`config.mk`:
```
export PLATFORM = sky130hd
export DESIGN_NAME = l1b_read_arbiter
export DESIGN_NICKNAME = d
export VERILOG_FILES = /design/src/rtl/l1b_read_arbiter.sv
export SDC_FILE = /design/constraint.sdc
export NUM_CORES = 1
export LEC_CHECK = 0
export CAP_MARGIN = 20
export CORE_UTILIZATION = 36
export CTS_BUF_LIST = sky130_fd_sc_hd__clkbuf_8
export DETAILED_ROUTE_END_ITERATION = 8
export GPL_ROUTABILITY_DRIVEN = 0
export PLACE_DENSITY_LB_ADDON = 0.08
export SLEW_MARGIN = 20
export SYNTH_ARGS = -nofsm -noshare
export SYNTH_HDL_FRONTEND = slang
export SYNTH_SLANG_ARGS = --single-unit
```
`constraint.sdc`:
```
create_clock -name CLK -period 1.3 [get_ports CLK]
set_clock_uncertainty 0.1 [all_clocks]
set_input_delay 0.325 -clock CLK [delete_from_list [all_inputs] [get_ports CLK]]
set_output_delay 0.325 -clock CLK [all_outputs]
set_load 0.01 [all_outputs]
```
`src/rtl/l1b_read_arbiter.sv`:
```
// L1 buffer read arbiter: fixed-priority grant of a STRB_LEN-cycle read
// window to one of NSRC requesters, with per-source pending latches.
module l1b_read_arbiter #(
    parameter int ADDR_W   = 8,
    parameter int NSRC     = 2,
    parameter int STRB_LEN = 3
) (
    input  logic                       CLK,
    input  logic                       RST,
    input  logic [NSRC-1:0]            Req,
    input  logic [NSRC*ADDR_W-1:0]     AddrIn,
    output logic [ADDR_W-1:0]          AddrOut,
    output logic [NSRC-1:0]            Grant,
    output logic [STRB_LEN-1:0]        Strob,
    output logic [NSRC*STRB_LEN-1:0]   SrcStrob,
    output logic                       Busy,
    output logic [NSRC-1:0]            Pending,
    output logic                       Overflow
);

    localparam int CW = (STRB_LEN > 1) ? $clog2(STRB_LEN) : 1;
    localparam int SW = (NSRC > 1) ? $clog2(NSRC) : 1;
    localparam logic [CW-1:0] LAST = CW'(STRB_LEN - 1);

    typedef enum logic {IDLE, WIN} state_t;

    state_t                   state;
    logic [CW-1:0]            cnt;
    logic [SW-1:0]            sel;
    logic [NSRC-1:0]          elig;
    logic [NSRC-1:0]          winMask;
    logic [SW-1:0]            winIdx;
    logic                     boundary;
    logic [NSRC*STRB_LEN-1:0] srcNext;

    // Lowest set index wins; winMask is empty off a window boundary
    always_comb begin
        elig     = Pending | Req;
        boundary = (state == IDLE) || (cnt == LAST);
        winMask  = '0;
        winIdx   = '0;
        for (int i = NSRC - 1; i >= 0; i--) begin
            if (elig[i]) begin
                winMask = NSRC'(1) << i;
                winIdx  = SW'(i);
            end
        end
        if (!boundary) winMask = '0;
    end

    always_comb begin
        Busy = (state == WIN);
        for (int k = 0; k < STRB_LEN; k++)
            Strob[k] = (state == WIN) && (cnt == CW'(k));
        for (int i = 0; i < NSRC; i++)
            for (int k = 0; k < STRB_LEN; k++)
                srcNext[i*STRB_LEN+k] = Strob[k] & Grant[i];
    end

    assign AddrOut = AddrIn[int'(sel)*ADDR_W +: ADDR_W];

    always_ff @(posedge CLK) begin
        if (RST) begin
            state    <= IDLE;
            cnt      <= '0;
            sel      <= '0;
            Grant    <= '0;
            Pending  <= '0;
            Overflow <= 1'b0;
            SrcStrob <= '0;
        end else begin
            Overflow <= |(Req & Pending & ~winMask);
            Pending  <= (Pending | Req) & ~winMask;
            SrcStrob <= srcNext;
            if (boundary) begin
                cnt <= '0;
                if (|elig) begin
                    state <= WIN;
                    Grant <= winMask;
                    sel   <= winIdx;
                end else begin
                    state <= IDLE;
                    Grant <= '0;
                end
            end else begin
                cnt <= cnt + CW'(1);
            end
        end
    end

endmodule

```
==> flow_metrics.py, run 1 <==
metrics = {
    "layout": {
        "area_growth_pct": 127,
        "num_antenna_cells": 0,
        "final_cell_mix": "21 x buf_6, 18 x clkdlybuf4s50_1, 11 x dfxtp_1",
        "layout_commonest_cell": "buf_6",
        "stdcell_count": 153,
        "drive_gt1_share_pct": 57.8,
        "final_net_count": 152,
    },
    "placement": {
        "port_buffers": 42,
        "hpwl_mm": 1.32,
        "dp.cells": 142,
        "dp_worst_setup_slack_ns": -0.597,
    },
    "sta": {
        "post-route-min-period_ns": 1.58,
        "tightestPinTransition_ns": 0.290,
        "setup_slack_ns": -0.281,
        "min_period_over_period_pct": 122,
        "slew_headroom_pct": 80.6,
        "whs_ns": 0.320,
        "grt_setup_unrepaired": "yes",
        "fmax_mhz": 633,
        "fin_tns_setup_ns": -3.22,
        "drv_slew": 0,
        "setup_viol_count_final": 17,
        "final_hold_viol_count": 0,
    },
    "die": {
        "ios": 43,
        "die-width_microns": 44.6,
        "start_util_pct": 38.2,
        "core_area_sq_um": 1710,
        "fp-row-count": 15,
        "die_h_microns": 44.6,
        "die_area_sq_um": 1990,
    },
    "yosys": {
        "yosysUniqueCellTypes": 22,
        "syn_area_sq_um": 652,
        "synth.net_count": 88,
        "synth_edf_count": 0,
        "synth-seq-cells": 15,
        "yosysTopAreaCell": "dfxtp_1",
        "syn_inst": 65,
        "ys_warn_count": 0,
        "synthFlopType": "dfxtp_1",
        "synthArstFlopShare_pct": 0,
        "synthTopCellsByArea": "dfxtp_1 46%, mux2_2 14%, ha_1 5.8%",
        "avgSynthCellArea_sq_um": 10.0,
        "netlist.area_leader.share_pct": 46.1,
        "yosysSeqAreaShare_pct": 46.1,
    },
    "outcome": {
        "status": "finished, violations left",
        "violations": "negative setup slack",
    },
    "job": {
        "cap_violations": 0,
    },
    "drt": {
        "route.vias.total": 736,
        "vias_per_cell": 4.81,
        "drt_iter0_markers": 13,
        "drc_errors": 0,
        "drt-pass1-iter-count": 4,
        "ant_nets": 0,
        "avgRoutedWirePerCell_microns": 14.1,
        "routed_wirelength_mm": 2.16,
    },
    "worst_setup_path": {
        "end_kind": "output port",
        "cp_common_cell": "buf_6",
        "max_stage_delay_ns": 0.35,
        "r2r_slack_ns": -0.15,
        "critical_path_class": "reg -> out",
        "critPathArrivalTime_ns": 1.16,
        "cp_max_fo": 5,
        "worstSetupStartpointType": "register",
        "slowest_stage": "dfxtp_2",
        "cp.required_ns": 0.88,
        "reg2reg_depth": 7,
        "worstPathCellList": "buf_6 > mux2_4 > buf_6",
    },
    "global_route": {
        "grt_antenna_before_repair": 0,
        "grt_remaining_overflow": 0,
        "grt_pass1_vias": 683,
        "grt_max_degree": 10,
        "grtUsageTotal_pct": 21.2,
        "grt_pass1_wl_mm": 3.07,
    },
    "clock_tree": {
        "cts_tree": "built",
        "h-tree-depth": 1,
        "cts-root-buf": "clkbuf_8",
        "clock_sinks": 15,
        "path_clk_slew_ns": 0.06,
        "clockBufferDepth": 2,
        "cts-buffers-inserted": 3,
        "hold_buffers": 0,
        "clock_latency_ns": 0.24,
    },
    "pwr": {
        "power.density_nw_per_um2": 960,
        "irDropWorstVdd_uv": 920,
        "power.leakage_nw": 0.677,
    },
    "hold_path": {
        "min_path_type": "in -> reg",
        "whs_path_depth": 2,
    },
}
## state kept, by name (all words and copies together), names as in the netlist
signal    cells
Grant         2
Overflow      1
SrcStrob      6
sel           1
cnt           2
Busy          1
Pending       2
## stage by stage
| step | total power [mW] | util (%) | cell area (sq um) |
|---|---|---|---|
| 2_1_floorplan | 0.681 | - | 652 |
| 3_3_place_gp | 0.903 | 68.9 | 1180 |
| 5_1_grt | 1.49 | 86.7 | 1480 |
| 3_5_place_dp | 0.914 | 68.9 | 1180 |
| 6_report | 1.42 | 86.7 | 1480 |
| 4_1_cts | 1.37 | 82.3 | 1410 |
## layout make-up
type                            count  area, sq um
Sequential cell                    15          310
Clock inverter                      1         5.00
Timing Repair Buffer               61          601
Fill cell                          84          226
Clock buffer                        3         41.3
Multi-Input combinational cell     42          465
Tap cell                           25         31.3
Inverter                            6         27.5
## what timing repair did
action,CTS,global route
setup endpoints to repair,32,27
cloned,0,0
resized for setup,101,34
pin swaps,6,10
buffers inserted,11,3
## final timing paths
path,from,endpoint
worst min-delay path,RST,Grant[0]$_SDFFE_PP0P_
worst max register to register,cnt[0]$_SDFF_PP0_,Grant[0]$_SDFFE_PP0P_
worst max-delay path,sel$_SDFFE_PP0P_,AddrOut[4]
worst min register to register,cnt[0]$_SDFF_PP0_,cnt[0]$_SDFF_PP0_
## routing by layer
metal | GRT usage (%) | up-vias | part of all wire, %
li1 | - | 346 | -
met4 | 5.45 | 0 | 1.2
met3 | 5.31 | 4 | 7.9
met5 | 0 | - | 0
met1 | 23.2 | 349 | 37
met2 | 40.3 | 37 | 54
## kinds of logic (layout without fill, tap and decap cells)
logic type	count (synthesis)	in the layout	share of synthesized area, %
adders and majority gates	3	3	5.76
AOI/OAI and AO/OA	8	8	10.6
DFF	15	15	46.1
muxes	8	8	13.8
and+or+nand+nor	23	23	17.9
buffers and inverters	8	71	5.95
## synthesized netlist by cell type (all sizes together), types with 2 or more instances
library cell	count
dfxtp	15
nor2	9
mux2	8
inv	6
nand2	4
nor3	4
ha	3
nand2b	3
buf	2
o22ai	2
## power breakdown
part | total, mW | switching, mW | internal, mW | leakage (nW)
logic | 0.539 | 0.216 | 0.323 | 0.527
clock network | 0.364 | 0.153 | 0.212 | 0.0255
registers | 0.518 | 0.0265 | 0.492 | 0.124
## critical path, delay by kind of cell, from the launching register on
| family | cells | cell delay [ns] |
|---|---|---|
| flops | 1 | 0.35 |
| buf+inv | 2 | 0.26 |
| mux | 1 | 0.30 |
(Power assumes the default switching activity.)
==> run 2, diff against run 1 <==
Settings changed: CTS_CLUSTER_DIAMETER from default to 200.
==> results of run 2 <==
No change in the layout: final DEF, timing and power equal those of run 1.
==> run 3, diff against run 2 <==
Settings changed: PLACE_DENSITY from default to 0.81, PLACE_DENSITY_LB_ADDON 0.08 to default, SETUP_SLACK_MARGIN from default to 0.1.
==> run 3 against run 2 <==
The run still ends with negative setup slack left. Flip-flop and latch count unchanged. Via count decreased by 1.5%. Hold slack improved by 0.043 ns. Power increased by 3.2%. First-iteration DRC count increased by 54%. Wire length increased by 20%. Cell count decreased by 2.0%. Largest cell class unchanged.
==> flow_metrics.py, run 3 (same netlist as run 1, synthesis figures left out) <==
metrics = {
    "placement": {
        "port_buffers": 42,
        "dp.cells": 141,
        "hpwl_mm": 1.44,
    },
    "sta": {
        "setup_viol_count_final": 16,
        "post-route-min-period_ns": 1.61,
        "whs_ns": 0.363,
        "final_hold_viol_count": 0,
        "fmax_mhz": 621,
        "drv_slew": 0,
        "slew_headroom_pct": 80.8,
        "min_period_over_period_pct": 124,
        "setup_slack_ns": -0.310,
        "grt_setup_unrepaired": "yes",
        "tightestPinTransition_ns": 0.287,
    },
    "global_route": {
        "grt_busiest_layer": "met2",
        "grt_remaining_overflow": 0,
        "grt_pass1_wl_mm": 3.91,
        "met3_usage_pct": 8.57,
        "grt_antenna_before_repair": 0,
        "grtUsageMet2_pct": 54.4,
        "grtUsageTotal_pct": 28.6,
        "grt_pass1_vias": 792,
        "grt_max_degree": 10,
        "met1_usage_pct": 30.8,
    },
    "clock_tree": {
        "cts_tree": "built",
        "hold_buffers": 0,
        "clock_latency_ns": 0.25,
        "cts-buffers-inserted": 3,
        "cts-root-buf": "clkbuf_8",
        "clock_sinks": 15,
        "h-tree-depth": 1,
        "clockBufferDepth": 2,
        "path_clk_slew_ns": 0.06,
    },
    "drt": {
        "ant_nets": 0,
        "drt-pass1-iter-count": 4,
        "vias_per_cell": 4.83,
        "avgRoutedWirePerCell_microns": 17.3,
        "drt_iter0_markers": 20,
        "route.vias.total": 725,
        "routed_wirelength_mm": 2.60,
        "drc_errors": 0,
    },
    "worst_setup_path": {
        "worstSetupStartpointType": "register",
        "critical_path_class": "reg -> out",
        "cp.required_ns": 0.88,
        "cp_max_fo": 4,
        "worstPathCellList": "clkbuf_16 > mux2_4 > buf_6",
        "end_kind": "output port",
        "critPathArrivalTime_ns": 1.19,
        "slowest_stage": "dfxtp_4",
        "max_stage_delay_ns": 0.36,
    },
    "layout": {
        "area_growth_pct": 116,
        "stdcell_count": 150,
        "num_antenna_cells": 0,
        "final_net_count": 149,
        "layout_commonest_cell": "clkdlybuf4s50_1",
        "drive_gt1_share_pct": 64.0,
        "max_flop_register": "SrcStrob",
        "largest_reg_flops": 6,
        "final_cell_mix": "18 x clkdlybuf4s50_1, 15 x buf_6, 10 x dfxtp_1, 10 x buf_2, 10 x buf_4",
    },
    "die": {
        "core_area_sq_um": 1710,
        "die_area_sq_um": 1990,
        "die-width_microns": 44.6,
        "start_util_pct": 38.2,
        "die_h_microns": 44.6,
        "ios": 43,
        "fp-row-count": 15,
    },
    "outcome": {
        "violations": "negative setup slack",
        "status": "finished, violations left",
    },
    "pwr": {
        "irDropWorstVdd_uv": 761,
        "power.leakage_nw": 0.633,
        "power.density_nw_per_um2": 1040,
        "power.total_mw": 1.47,
    },
    "hold_path": {
        "min_path_type": "reg -> reg",
    },
    "job": {
        "cap_violations": 0,
    },
}
[run 3: changes by cell type in the layout (fill, tap and decap cells not counted), moves of 2 or more]
cell,delta
buf_2,+10
buf_6,-6
clkdlybuf4s15_1,-2
dfxtp_4,+2
dlygate4sd2_1,-8
[run 3: layout make-up]
type	count	area, sq um
timing repair buffer	58	538
multi-input combinational	42	449
sequential	15	317
fill	87	299
clock buffer	3	41.3
tap	25	31.3
inverter	6	27.5
clock inverter	1	5.00
[run 3: routing by layer]
| metal | wire, microns | part of all wire, % |
|---|---|---|
| met1 | 1040 | 40 |
| met2 | 1400 | 54 |
| met3 | 100 | 3.9 |
| met4 | 55 | 2.1 |
| met5 | 0 | 0 |
[run 3: per-stage QoR]
| step | util, % | cell area [sq um] | setup slack [ns] | setup TNS, ns |
|---|---|---|---|---|
| finish | 82.5 | 1410 | -0.310 | -3.52 |
| floorplan | - | 658 | 0.0835 | 0 |
| detailed placement | 69.5 | 1190 | -0.623 | -7.45 |
| CTS | 81.0 | 1380 | -0.300 | -3.83 |
| global placement | 69.5 | 1190 | -0.587 | -7.04 |
| global route | 82.5 | 1410 | -0.344 | -3.88 |
[run 3: worst paths after layout]
| check | startpoint | end | slack (ns) | cells past startpoint |
|---|---|---|---|---|
| setup / recovery | sel$_SDFFE_PP0P_ | AddrOut[4] | -0.31 | 3 |
| hold / removal | cnt[0]$_SDFF_PP0_ | cnt[0]$_SDFF_PP0_ | 0.36 | 1 |
| setup reg to reg | cnt[0]$_SDFF_PP0_ | Busy$_SDFFE_PP0P_ | -0.13 | 6 |
| hold reg to reg | cnt[0]$_SDFF_PP0_ | cnt[0]$_SDFF_PP0_ | 0.36 | 1 |
[run 3: worst max-delay path: cells and delay by family, from the launching register on]
| family | cells | cell delay [ns] |
|---|---|---|
| muxes | 1 | 0.30 |
| DFF | 1 | 0.36 |
| buffers and inverters | 2 | 0.27 |
[run 3: what timing repair did]
action / 4_1_cts / 5_1_grt
resized for setup: 122 / 35
setup endpoints to repair: 32 / 31
gates cloned: 0 / 1
setup buffers: 12 / 1
pin swaps: 8 / 7
[run 3: report_power, final]
part           total (mW)  internal (mW)  switching [mW]
Sequential          0.524          0.492          0.0318
Clock               0.381          0.213           0.169
Combinational       0.563          0.332           0.231
